<file path="src/rtl/seq_alu.sv">
// Sequential add / multiply / popcount-dot / multiply-add unit behind valid/ready handshakes.
// Optional out_ovf port (high result half non-zero) is enabled by defining SEQ_ALU_OVF_EN.
module seq_alu #(
  parameter int W = 4
) (
  input  logic             clk,
  input  logic             rst,
  input  logic             in_valid,
  output logic             in_ready,
  input  logic [W-1:0]     in_a,
  input  logic [W-1:0]     in_b,
  input  logic [1:0]       in_func,
  output logic             out_valid,
  input  logic             out_ready,
  output logic [2*W-1:0]   out_result
`ifdef SEQ_ALU_OVF_EN
  ,
  output logic             out_ovf
`endif
);

  localparam int H  = W / 2;
  localparam int CW = $clog2(W + 1);

  localparam logic [1:0] S_IDLE = 2'd0;
  localparam logic [1:0] S_BUSY = 2'd1;
  localparam logic [1:0] S_DONE = 2'd2;

  localparam logic [1:0] F_ADD    = 2'b00;
  localparam logic [1:0] F_MUL    = 2'b01;
  localparam logic [1:0] F_DOT    = 2'b10;
  localparam logic [1:0] F_MULADD = 2'b11;

  if (W < 2 || (W % 2) != 0) begin : g_bad_width
    $error("seq_alu: W must be even and >= 2");
  end

  logic [1:0]     state_q, state_d;
  logic [1:0]     func_q, func_d;
  logic [CW-1:0]  cnt_q, cnt_d;
  logic [2*W-1:0] mc0_q, mc0_d, mc1_q, mc1_d;
  logic [W-1:0]   mp0_q, mp0_d, mp1_q, mp1_d;
  logic [2*W-1:0] acc0_q, acc0_d, acc1_q, acc1_d;
  logic [2*W-1:0] result_q, result_d;
`ifdef SEQ_ALU_OVF_EN
  logic           ovf_q, ovf_d;
`endif

  // Iteration source: live inputs on the accept edge, latched lanes while BUSY.
  logic [2*W-1:0] s_mc0, s_mc1, s_acc0, s_acc1;
  logic [W-1:0]   s_mp0, s_mp1;
  logic [1:0]     s_func;
  logic [CW-1:0]  s_cnt;
  logic [2*W-1:0] n_mc0, n_mc1, n_acc0, n_acc1, prod_sum, pop;
  logic [W-1:0]   n_mp0, n_mp1, ab;
  logic [CW-1:0]  n_cnt, last_cnt;
  logic           accept, is_final;

  assign in_ready   = (state_q == S_IDLE) && !rst;
  assign accept     = in_valid && in_ready;
  assign out_valid  = (state_q == S_DONE);
  assign out_result = result_q;
`ifdef SEQ_ALU_OVF_EN
  assign out_ovf    = ovf_q;
`endif

  always_comb begin
    // NOTE: every variable gets a default first so no path leaves it unassigned and infers a latch.
    s_mc0  = mc0_q;
    s_mc1  = mc1_q;
    s_mp0  = mp0_q;
    s_mp1  = mp1_q;
    s_acc0 = acc0_q;
    s_acc1 = acc1_q;
    s_func = func_q;
    s_cnt  = cnt_q;
    if (state_q == S_IDLE) begin
      s_acc0 = '0;
      s_acc1 = '0;
      s_func = in_func;
      s_cnt  = '0;
      if (in_func == F_MULADD) begin
        s_mc0 = (2*W)'(in_a[W-1:H]);
        s_mp0 = W'(in_a[H-1:0]);
        s_mc1 = (2*W)'(in_b[W-1:H]);
        s_mp1 = W'(in_b[H-1:0]);
      end else begin
        s_mc0 = (2*W)'(in_a);
        s_mp0 = in_b;
        s_mc1 = '0;
        s_mp1 = '0;
      end
    end

    n_acc0   = s_acc0 + (s_mp0[0] ? s_mc0 : '0);
    n_acc1   = s_acc1 + (s_mp1[0] ? s_mc1 : '0);
    n_mc0    = s_mc0 << 1;
    n_mc1    = s_mc1 << 1;
    n_mp0    = s_mp0 >> 1;
    n_mp1    = s_mp1 >> 1;
    n_cnt    = s_cnt + CW'(1);
    last_cnt = (s_func == F_MUL) ? CW'(W) : CW'(H);
    is_final = (n_cnt == last_cnt);
    prod_sum = n_acc0 + n_acc1;

    ab  = in_a & in_b;
    pop = '0;
    for (int i = 0; i < W; i++) pop = pop + (2*W)'(ab[i]);

    state_d  = state_q;
    func_d   = func_q;
    cnt_d    = cnt_q;
    mc0_d    = mc0_q;
    mc1_d    = mc1_q;
    mp0_d    = mp0_q;
    mp1_d    = mp1_q;
    acc0_d   = acc0_q;
    acc1_d   = acc1_q;
    result_d = result_q;

    unique case (state_q)
      S_IDLE: begin
        if (accept) begin
          func_d = in_func;
          if (in_func == F_ADD) begin
            result_d = (2*W)'(in_a) + (2*W)'(in_b);
            state_d  = S_DONE;
          end else if (in_func == F_DOT) begin
            result_d = pop;
            state_d  = S_DONE;
          end else if (is_final) begin
            result_d = prod_sum;
            state_d  = S_DONE;
          end else begin
            {mc0_d, mc1_d, mp0_d, mp1_d} = {n_mc0, n_mc1, n_mp0, n_mp1};
            {acc0_d, acc1_d}             = {n_acc0, n_acc1};
            cnt_d   = n_cnt;
            state_d = S_BUSY;
          end
        end
      end
      S_BUSY: begin
        {mc0_d, mc1_d, mp0_d, mp1_d} = {n_mc0, n_mc1, n_mp0, n_mp1};
        {acc0_d, acc1_d}             = {n_acc0, n_acc1};
        cnt_d = n_cnt;
        if (is_final) begin
          result_d = prod_sum;
          cnt_d    = '0;
          state_d  = S_DONE;
        end
      end
      S_DONE: begin
        // Result reads as zero outside DONE, so it is cleared on handoff.
        if (out_ready) begin
          result_d = '0;
          state_d  = S_IDLE;
        end
      end
      default: state_d = S_IDLE;
    endcase
  end

`ifdef SEQ_ALU_OVF_EN
  assign ovf_d = |result_d[2*W-1:W];
`endif

  // NOTE: sequential state uses non-blocking assignments only, so every flop sees pre-edge values.
  always_ff @(posedge clk) begin
    if (rst) begin
      state_q  <= S_IDLE;
      func_q   <= F_ADD;
      cnt_q    <= '0;
      mc0_q    <= '0;
      mc1_q    <= '0;
      mp0_q    <= '0;
      mp1_q    <= '0;
      acc0_q   <= '0;
      acc1_q   <= '0;
      result_q <= '0;
`ifdef SEQ_ALU_OVF_EN
      ovf_q    <= 1'b0;
`endif
    end else begin
      state_q  <= state_d;
      func_q   <= func_d;
      cnt_q    <= cnt_d;
      mc0_q    <= mc0_d;
      mc1_q    <= mc1_d;
      mp0_q    <= mp0_d;
      mp1_q    <= mp1_d;
      acc0_q   <= acc0_d;
      acc1_q   <= acc1_d;
      result_q <= result_d;
`ifdef SEQ_ALU_OVF_EN
      ovf_q    <= ovf_d;
`endif
    end
  end

endmodule

</file>
<file path="config.mk">
export PLATFORM = sky130hd
export DESIGN_NAME = seq_alu
export DESIGN_NICKNAME = d
export VERILOG_FILES = /design/src/rtl/seq_alu.sv
export SDC_FILE = /design/constraint.sdc
export NUM_CORES = 1
export LEC_CHECK = 0
export CORE_MARGIN = 2
export CORE_UTILIZATION = 60
export CTS_BUF_LIST = sky130_fd_sc_hd__clkbuf_8 sky130_fd_sc_hd__clkbuf_16
export CTS_CLUSTER_DIAMETER = 60
export CTS_CLUSTER_SIZE = 8
export DETAILED_ROUTE_END_ITERATION = 12
export PLACE_DENSITY_LB_ADDON = 0.15
export SYNTH_ARGS = -nofsm -noshare
export SYNTH_HDL_FRONTEND = slang
export SYNTH_SLANG_ARGS = --single-unit
</file>
<file path="constraint.sdc">
create_clock -name clk -period 4.85 [get_ports clk]
set_clock_uncertainty 0.1 [all_clocks]
set_input_delay 0.7275 -clock clk [delete_from_list [all_inputs] [get_ports clk]]
set_output_delay 0.7275 -clock clk [all_outputs]
set_load 0.005 [all_outputs]
</file>
==> results of run 1 <==
-- worst paths after layout --
path,to,depth (start not counted),slack [ns]
hold reg to reg,cnt_q[1],2,0.35
setup / recovery,out_result[6],16,0.56
setup reg to reg,out_result[4],17,0.72
hold / removal,cnt_q[1],2,0.35
-- synth_stat cells, drive strengths merged, types with 3 or more instances --
cell	n
nand3	16
mux2	3
clkbuf	22
xnor2	14
dfxtp	49
xor2	8
nand2	70
fa	5
a311oi	4
inv	19
ha	32
nand2b	4
a211oi	8
and2	9
and3	3
mux2i	4
nor3	8
a22oi	3
nor2	42
o21ai	13
a21oi	59
a21o	5
nor2b	23
o211ai	4
-- flip-flops by register name, indices dropped and copies added (netlist names) --
signal / flops
acc0_q: 8
mc1_q: 7
acc1_q: 8
func_q: 2
mp1_q: 1
out_result: 8
state_q: 2
cnt_q: 3
mp0_q: 3
mc0_q: 7
-- worst reg2reg max path, stage by stage (launching register included) --
cell	delay, ns
dfxtp_1	0.34
inv_1	0.10
ha_1	0.27
buf_4	0.42
a21oi_1	0.17
buf_4	0.17
a211oi_1	0.36
ha_1	0.33
a21o_1	0.19
a21oi_1	0.17
xnor2_1	0.17
ha_1	0.30
o21a_1	0.13
nor2_1	0.11
xnor2_1	0.13
mux2i_1	0.09
or2_2	0.28
a311oi_1	0.23
-- routing by layer --
metal | vias to the layer above | global-route usage
met5 | - | 0
met1 | 1426 | 0.3567
met2 | 54 | 0.4900
met3 | 15 | 0.04607
met4 | 0 | 0.07458
li1 | 1579 | -
-- cells by family (layout without fill, tap and decap cells) --
group / Yosys count / after routing / synth area share
and+or+nand+nor: 184 / 184 / 0.2509
xor gates and xnor gates: 23 / 23 / 0.06777
buffers and inverters: 42 / 58 / 0.04542
AOI/OAI and AO/OA: 109 / 109 / 0.1878
adders and majority gates: 37 / 37 / 0.1442
muxes: 7 / 7 / 0.02127
DFF: 49 / 49 / 0.2826
-- area by class of cell --
class / count / area [µm²] / area share
Inverter: 19 / 71.32 / 0.01848
Tap cell: 72 / 90.09 / 0.02334
Clock inverter: 3 / 21.27 / 0.005511
Timing Repair Buffer: 31 / 285.3 / 0.07391
Multi-Input combinational cell: 360 / 2342 / 0.6068
Clock buffer: 5 / 68.82 / 0.01783
Sequential cell: 49 / 980.9 / 0.2541
-- report_power, final --
group	switching (mW)	internal (mW)
registers	0.0253	0.442
logic	0.391	0.205
clock network	0.148	0.103
-- per-stage QoR --
step,instance area (µm²),instances
2_1_floorplan,3471,451
3_3_place_gp,3770,531
4_1_cts,3860,539
3_5_place_dp,3770,531
5_1_grt,3860,539
6_report,3860,539
-- cells in the final DEF, fill, tap and decap left out, drive strengths merged, types with 13 or more instances in the layout --
cell type	count
dfxtp	49
nand2	70
a21oi	59
o21ai	13
inv	20
nor2	42
nor2b	23
ha	32
nand3	16
xnor2	14
clkdlybuf4s50	22
==> flow_metrics.tcl, run 1 <==
set metrics [dict create \
    status "complete, no violations" \
    startpoint "in_func[1]" \
    setup_ws_ns 0.5601 \
    num_rows 27 \
    drt_iter0_drc 167 \
    vias 3074 \
    crit_type "in -> reg" \
    place_ws_ns 0.3068 \
    finalPower_mw 1.315 \
    grt-ovfl-total 0 \
    wl_met1_um 3761 \
    ys_types 48 \
    leakage_nw 1.542 \
    track_usage 0.2803 \
    whs_ns 0.3513 \
    syn_inst 451 \
    cts_buffers 5 \
    ys_warn_count 0 \
    cp.required_ns 4.99 \
    synth.area.top_cells "dfxtp_1, ha_1, a21oi_1, nand2_1, nor2_1" \
    cp_data_arrival_time_ns 4.43 \
    synth_area_um2 3471 \
    ctsHoldBuffers 0 \
    cts.clk_slew.worst_paths_ns 0.10 \
    fin_util 0.6967 \
    top_layer_used "met4" \
    hp-class "reg -> reg" \
    n_fill_cell 471 \
    wire_per_inst_um 15.47 \
    fin_crit_sh 0.8845 \
    setup_tns_ns 0 \
    start_util 0.6265 \
    fmax_ghz 0.2331 \
    area_growth_pct 11.21 \
    clk_latency_ns 0.31 \
    port_buffers 23 \
    cap_violations 0 \
    yosysTopAreaCell "dfxtp_1" \
    setup_viol 0 \
    nets 517 \
    core_um2 5540 \
    antenna_found_initial 0 \
    cts_sinks 49 \
    worstPathCellList "clkdlybuf4s50_1 -> nand2_1 -> buf_4 -> mux2_2 -> nand2_1 -> nor2_1 -> ha_1 -> fa_1 -> a21o_1 -> a21oi_1 -> o21bai_1 -> a21oi_1 -> xnor2_1 -> ha_1 -> or4b_1 -> a31oi_1" \
    postRouteAntennaNets 0 \
    hold_violations 0 \
    r2r-start "state_q[0]" \
    syn_avg_cell_area_um2 7.696 \
    grt_max_degree 51 \
    drive_above_1_share 0.06852 \
    grt_pass1_wl_um 14050 \
    syn_nets 502 \
    drtPass1Iterations 4 \
    synth_ff_type "dfxtp_1" \
    ctsResizeCount 0 \
    timing.critical_path.buf_inv 2 \
    gp_congestion 0.8562 \
    rsz0062_at_grt "no" \
    drv_slew 0 \
    crit_path_top_delay_cell "or4b_1" \
    dp_hpwl_um 6194 \
    cp-end-kind "flop" \
    drc 0 \
    cts_tree "done" \
    synth_top_area_frac 0.2826 \
    root_buffer "clkbuf_8" \
    synth_edf_count 0 \
    grt_pass1_vias 3043 \
    async_flop_share 0 \
    dieArea_um2 6409 \
    worstHoldStart "cnt_q[1]" \
    met2_length_um 4103 \
    cpLargestDelayFamily "adder cells" \
    p_per_area_nw_per_um2 340.6 \
    fp.dieH_um 80.06 \
    wl_um 8336 \
    ys_seq_elements 49 \
    critPathLaunchType "input port" \
    period_minus_slack_ns 4.290 \
    ys_seq_area_frac 0.2826 \
    cts.path.max_buffers 2 \
    routed-wl-met3_um 343 \
    cts_setup_buffers 0 \
    path_max_fanout 10 \
    ir_drop_mv 0.4608 \
    h-tree-depth 2 \
    via_per_inst 5.703 \
    slew_headroom 0.4115 \
    diodes 0 \
    io_pins 24 \
    dieWidth_um 80.06 \
    tightestPinTransition_ns 0.8769 \
    cp_slowest_stage_delay_ns 0.53 \
]
Power figures use the tool's default switching activity.
==> run 2: changes to the inputs <==
--- a/config.mk
+++ b/config.mk
@@ -5,6 +5,7 @@
 export SDC_FILE = /design/constraint.sdc
 export NUM_CORES = 1
 export LEC_CHECK = 0
+export CAP_MARGIN = 20
 export CORE_MARGIN = 2
 export CORE_UTILIZATION = 60
 export CTS_BUF_LIST = sky130_fd_sc_hd__clkbuf_8 sky130_fd_sc_hd__clkbuf_16
==> results of run 2 <==
Same layout as run 1: the final DEF is identical, and so are final timing and power.
==> run 3: changes to the inputs <==
--- a/config.mk
+++ b/config.mk
@@ -13,6 +13,7 @@
 export CTS_CLUSTER_SIZE = 8
 export DETAILED_ROUTE_END_ITERATION = 12
 export PLACE_DENSITY_LB_ADDON = 0.15
+export RECOVER_POWER = 25
 export SYNTH_ARGS = -nofsm -noshare
 export SYNTH_HDL_FRONTEND = slang
 export SYNTH_SLANG_ARGS = --single-unit
==> run 3 against run 2 <==
  * Combinational power decreased by 1%
  * Core utilization decreased by 0.068 points
  * Maximum frequency increased by 0.24%
  * Non-clock buffer count unchanged
  * First-iteration DRC count decreased by 5.4%
  * Sequential cell count unchanged
  * Routed wire length increased by 0.35%
  * Design area about the same
  * Register-to-register slack about the same
  * Sequential share of layout area about the same
  * Hold slack got worse by 0.00062 ns
==> flow_metrics.tcl, run 3 (same netlist as run 1, synthesis figures left out) <==
set metrics [dict create \
    cp_data_arrival_time_ns 4.42 \
    io_pins 24 \
    period_minus_slack_ns 4.280 \
    p_seq_frac 0.357 \
    worst-r2r-setup-slack_ns 0.73 \
    crit_type "in -> reg" \
    grt_max_degree 51 \
    diodes 0 \
    cts.clk_slew.worst_paths_ns 0.10 \
    cp-end-kind "flop" \
    slew_headroom 0.1377 \
    drt_iter0_drc 158 \
    final_cell_mix "nand2_1, a21oi_1, dfxtp_1" \
    core_um2 5540 \
    setup_ws_ns 0.5703 \
    timing.rr.end "out_result[4]" \
    min_to "acc1_q[0]" \
    whs_ns 0.3507 \
    cts_setup_buffers 0 \
    ctsHoldBuffers 0 \
    vias 3082 \
    fmax_ghz 0.2337 \
    swShare 0.4315 \
    port_buffers 23 \
    dieArea_um2 6409 \
    via_per_inst 5.718 \
    worstPathCellList "clkdlybuf4s50_1 -> nand2_1 -> buf_4 -> mux2_2 -> nand2_1 -> nor2_1 -> ha_1 -> fa_1 -> a21o_1 -> a21oi_1 -> o21bai_1 -> a21oi_1 -> xnor2_1 -> ha_1 -> or4b_1 -> a31oi_1" \
    grt-ovfl-total 0 \
    path_max_fanout 10 \
    root_buffer "clkbuf_8" \
    wl_um 8365 \
    postRouteAntennaNets 0 \
    finalPower_mw 1.308 \
    nets 517 \
    h-tree-depth 2 \
    status "complete, no violations" \
    cts_tree "done" \
    antenna_found_initial 0 \
    finalNonFillerCells 539 \
    drv_slew 0 \
    drive_above_1_share 0.06638 \
    leakage_nw 1.569 \
    internal_power_mw 0.7438 \
    cp.required_ns 4.99 \
    track_usage 0.2803 \
    start_util 0.6265 \
    ctsResizeCount 0 \
    worstHoldStart "acc1_q[0]" \
    r2r-start "state_q[0]" \
    placedCellCount 531 \
    grt_pass1_vias 3043 \
    ir_drop_mv 0.4628 \
    wire_per_inst_um 15.52 \
    cp_slowest_stage_delay_ns 0.53 \
    setup_viol 0 \
    grt_pass1_wl_um 14050 \
    fin_crit_sh 0.8824 \
    hold_violations 0 \
    critPathLaunchType "input port" \
    p_per_area_nw_per_um2 339.3 \
    drc 0 \
    p_sw_mw 0.5646 \
    fp.dieH_um 80.06 \
    crit_path_top_delay_cell "or4b_1" \
    drtPass1Iterations 5 \
    cts_sinks 49 \
    area_growth_pct 11.10 \
    gp_congestion 0.8562 \
    num_rows 27 \
    power.share.clock 0.193 \
    hold_depth 2 \
    cap_violations 0 \
    hp-class "reg -> reg" \
    cts_buffers 5 \
    dieWidth_um 80.06 \
    setup_tns_ns 0 \
    cts.path.max_buffers 2 \
    tightestPinTransition_ns 1.293 \
    rsz0062_at_grt "no" \
    place_ws_ns 0.3068 \
    r2r_cells 17 \
    dp_hpwl_um 6194 \
    share_comb_of_total_power 0.450 \
    final_common_cell "nand2_1" \
    clk_latency_ns 0.31 \
]
run 3: cell types whose count changed in the layout (fill, tap and decap cells not counted), sizes merged:
cell           delta
clkdlybuf4s50     -9
dlygate4sd3       +9
run 3: how the worst max path moves through the flow:
stage / from / cells after the start / slack, ns / end
CTS: in_func[1] / 16 / 0.60 / out_result[6]
global placement: in_func[1] / 16 / 0.38 / out_result[6]
floorplan: in_func[0] / 16 / 0.60 / out_result[6]
detailed placement: in_func[0] / 16 / 0.31 / out_result[6]
finish: in_func[1] / 16 / 0.57 / out_result[6]
global route: in_func[0] / 17 / 0.28 / out_result[7]
run 3: final cells by class:
class                   count  area (µm²)
clock inverters             3       21.27
repair buffers             31       285.3
well taps                  72       90.09
fillers                   471        1684
flip-flops and latches     49       980.9
clock buffers               5       68.82
inverters                  19       71.32
multi-input cells         360        2338
run 3: routing by layer:
metal  part of all wire  vias to the layer above  global-route usage
met3              0.038                       13             0.04607
met1               0.45                     1437              0.3567
met4              0.014                        0             0.07458
met2               0.50                       56              0.4900
li1                   -                     1576                   -
met5                  0                        -                   0
run 3: stage by stage:
step	instance area (µm²)	utilization
3_3_place_gp	3770	0.6804
6_report	3856	0.6960
5_1_grt	3856	0.6960
4_1_cts	3860	0.6967
2_1_floorplan	3471	-
3_5_place_dp	3770	0.6804
run 3: power by group through the flow:
stage                     clock (mW)  combinational, mW  sequential [mW]
after floorplan                    0              0.415            0.473
after global placement             0              0.576            0.475
after detailed placement           0              0.590            0.476
after CTS                      0.253              0.593            0.467
after global routing           0.271              0.656            0.473
final                          0.253              0.588            0.467
run 3: critical path, delay by kind of cell:
kind | cells | cell delay, ns
xor gates and xnor gates | 1 | 0.17
and+or+nand+nor | 4 | 0.76
AOI/OAI and AO/OA | 5 | 0.86
buffers and inverters | 2 | 0.60
adders and majority gates | 3 | 0.95
muxes | 1 | 0.35
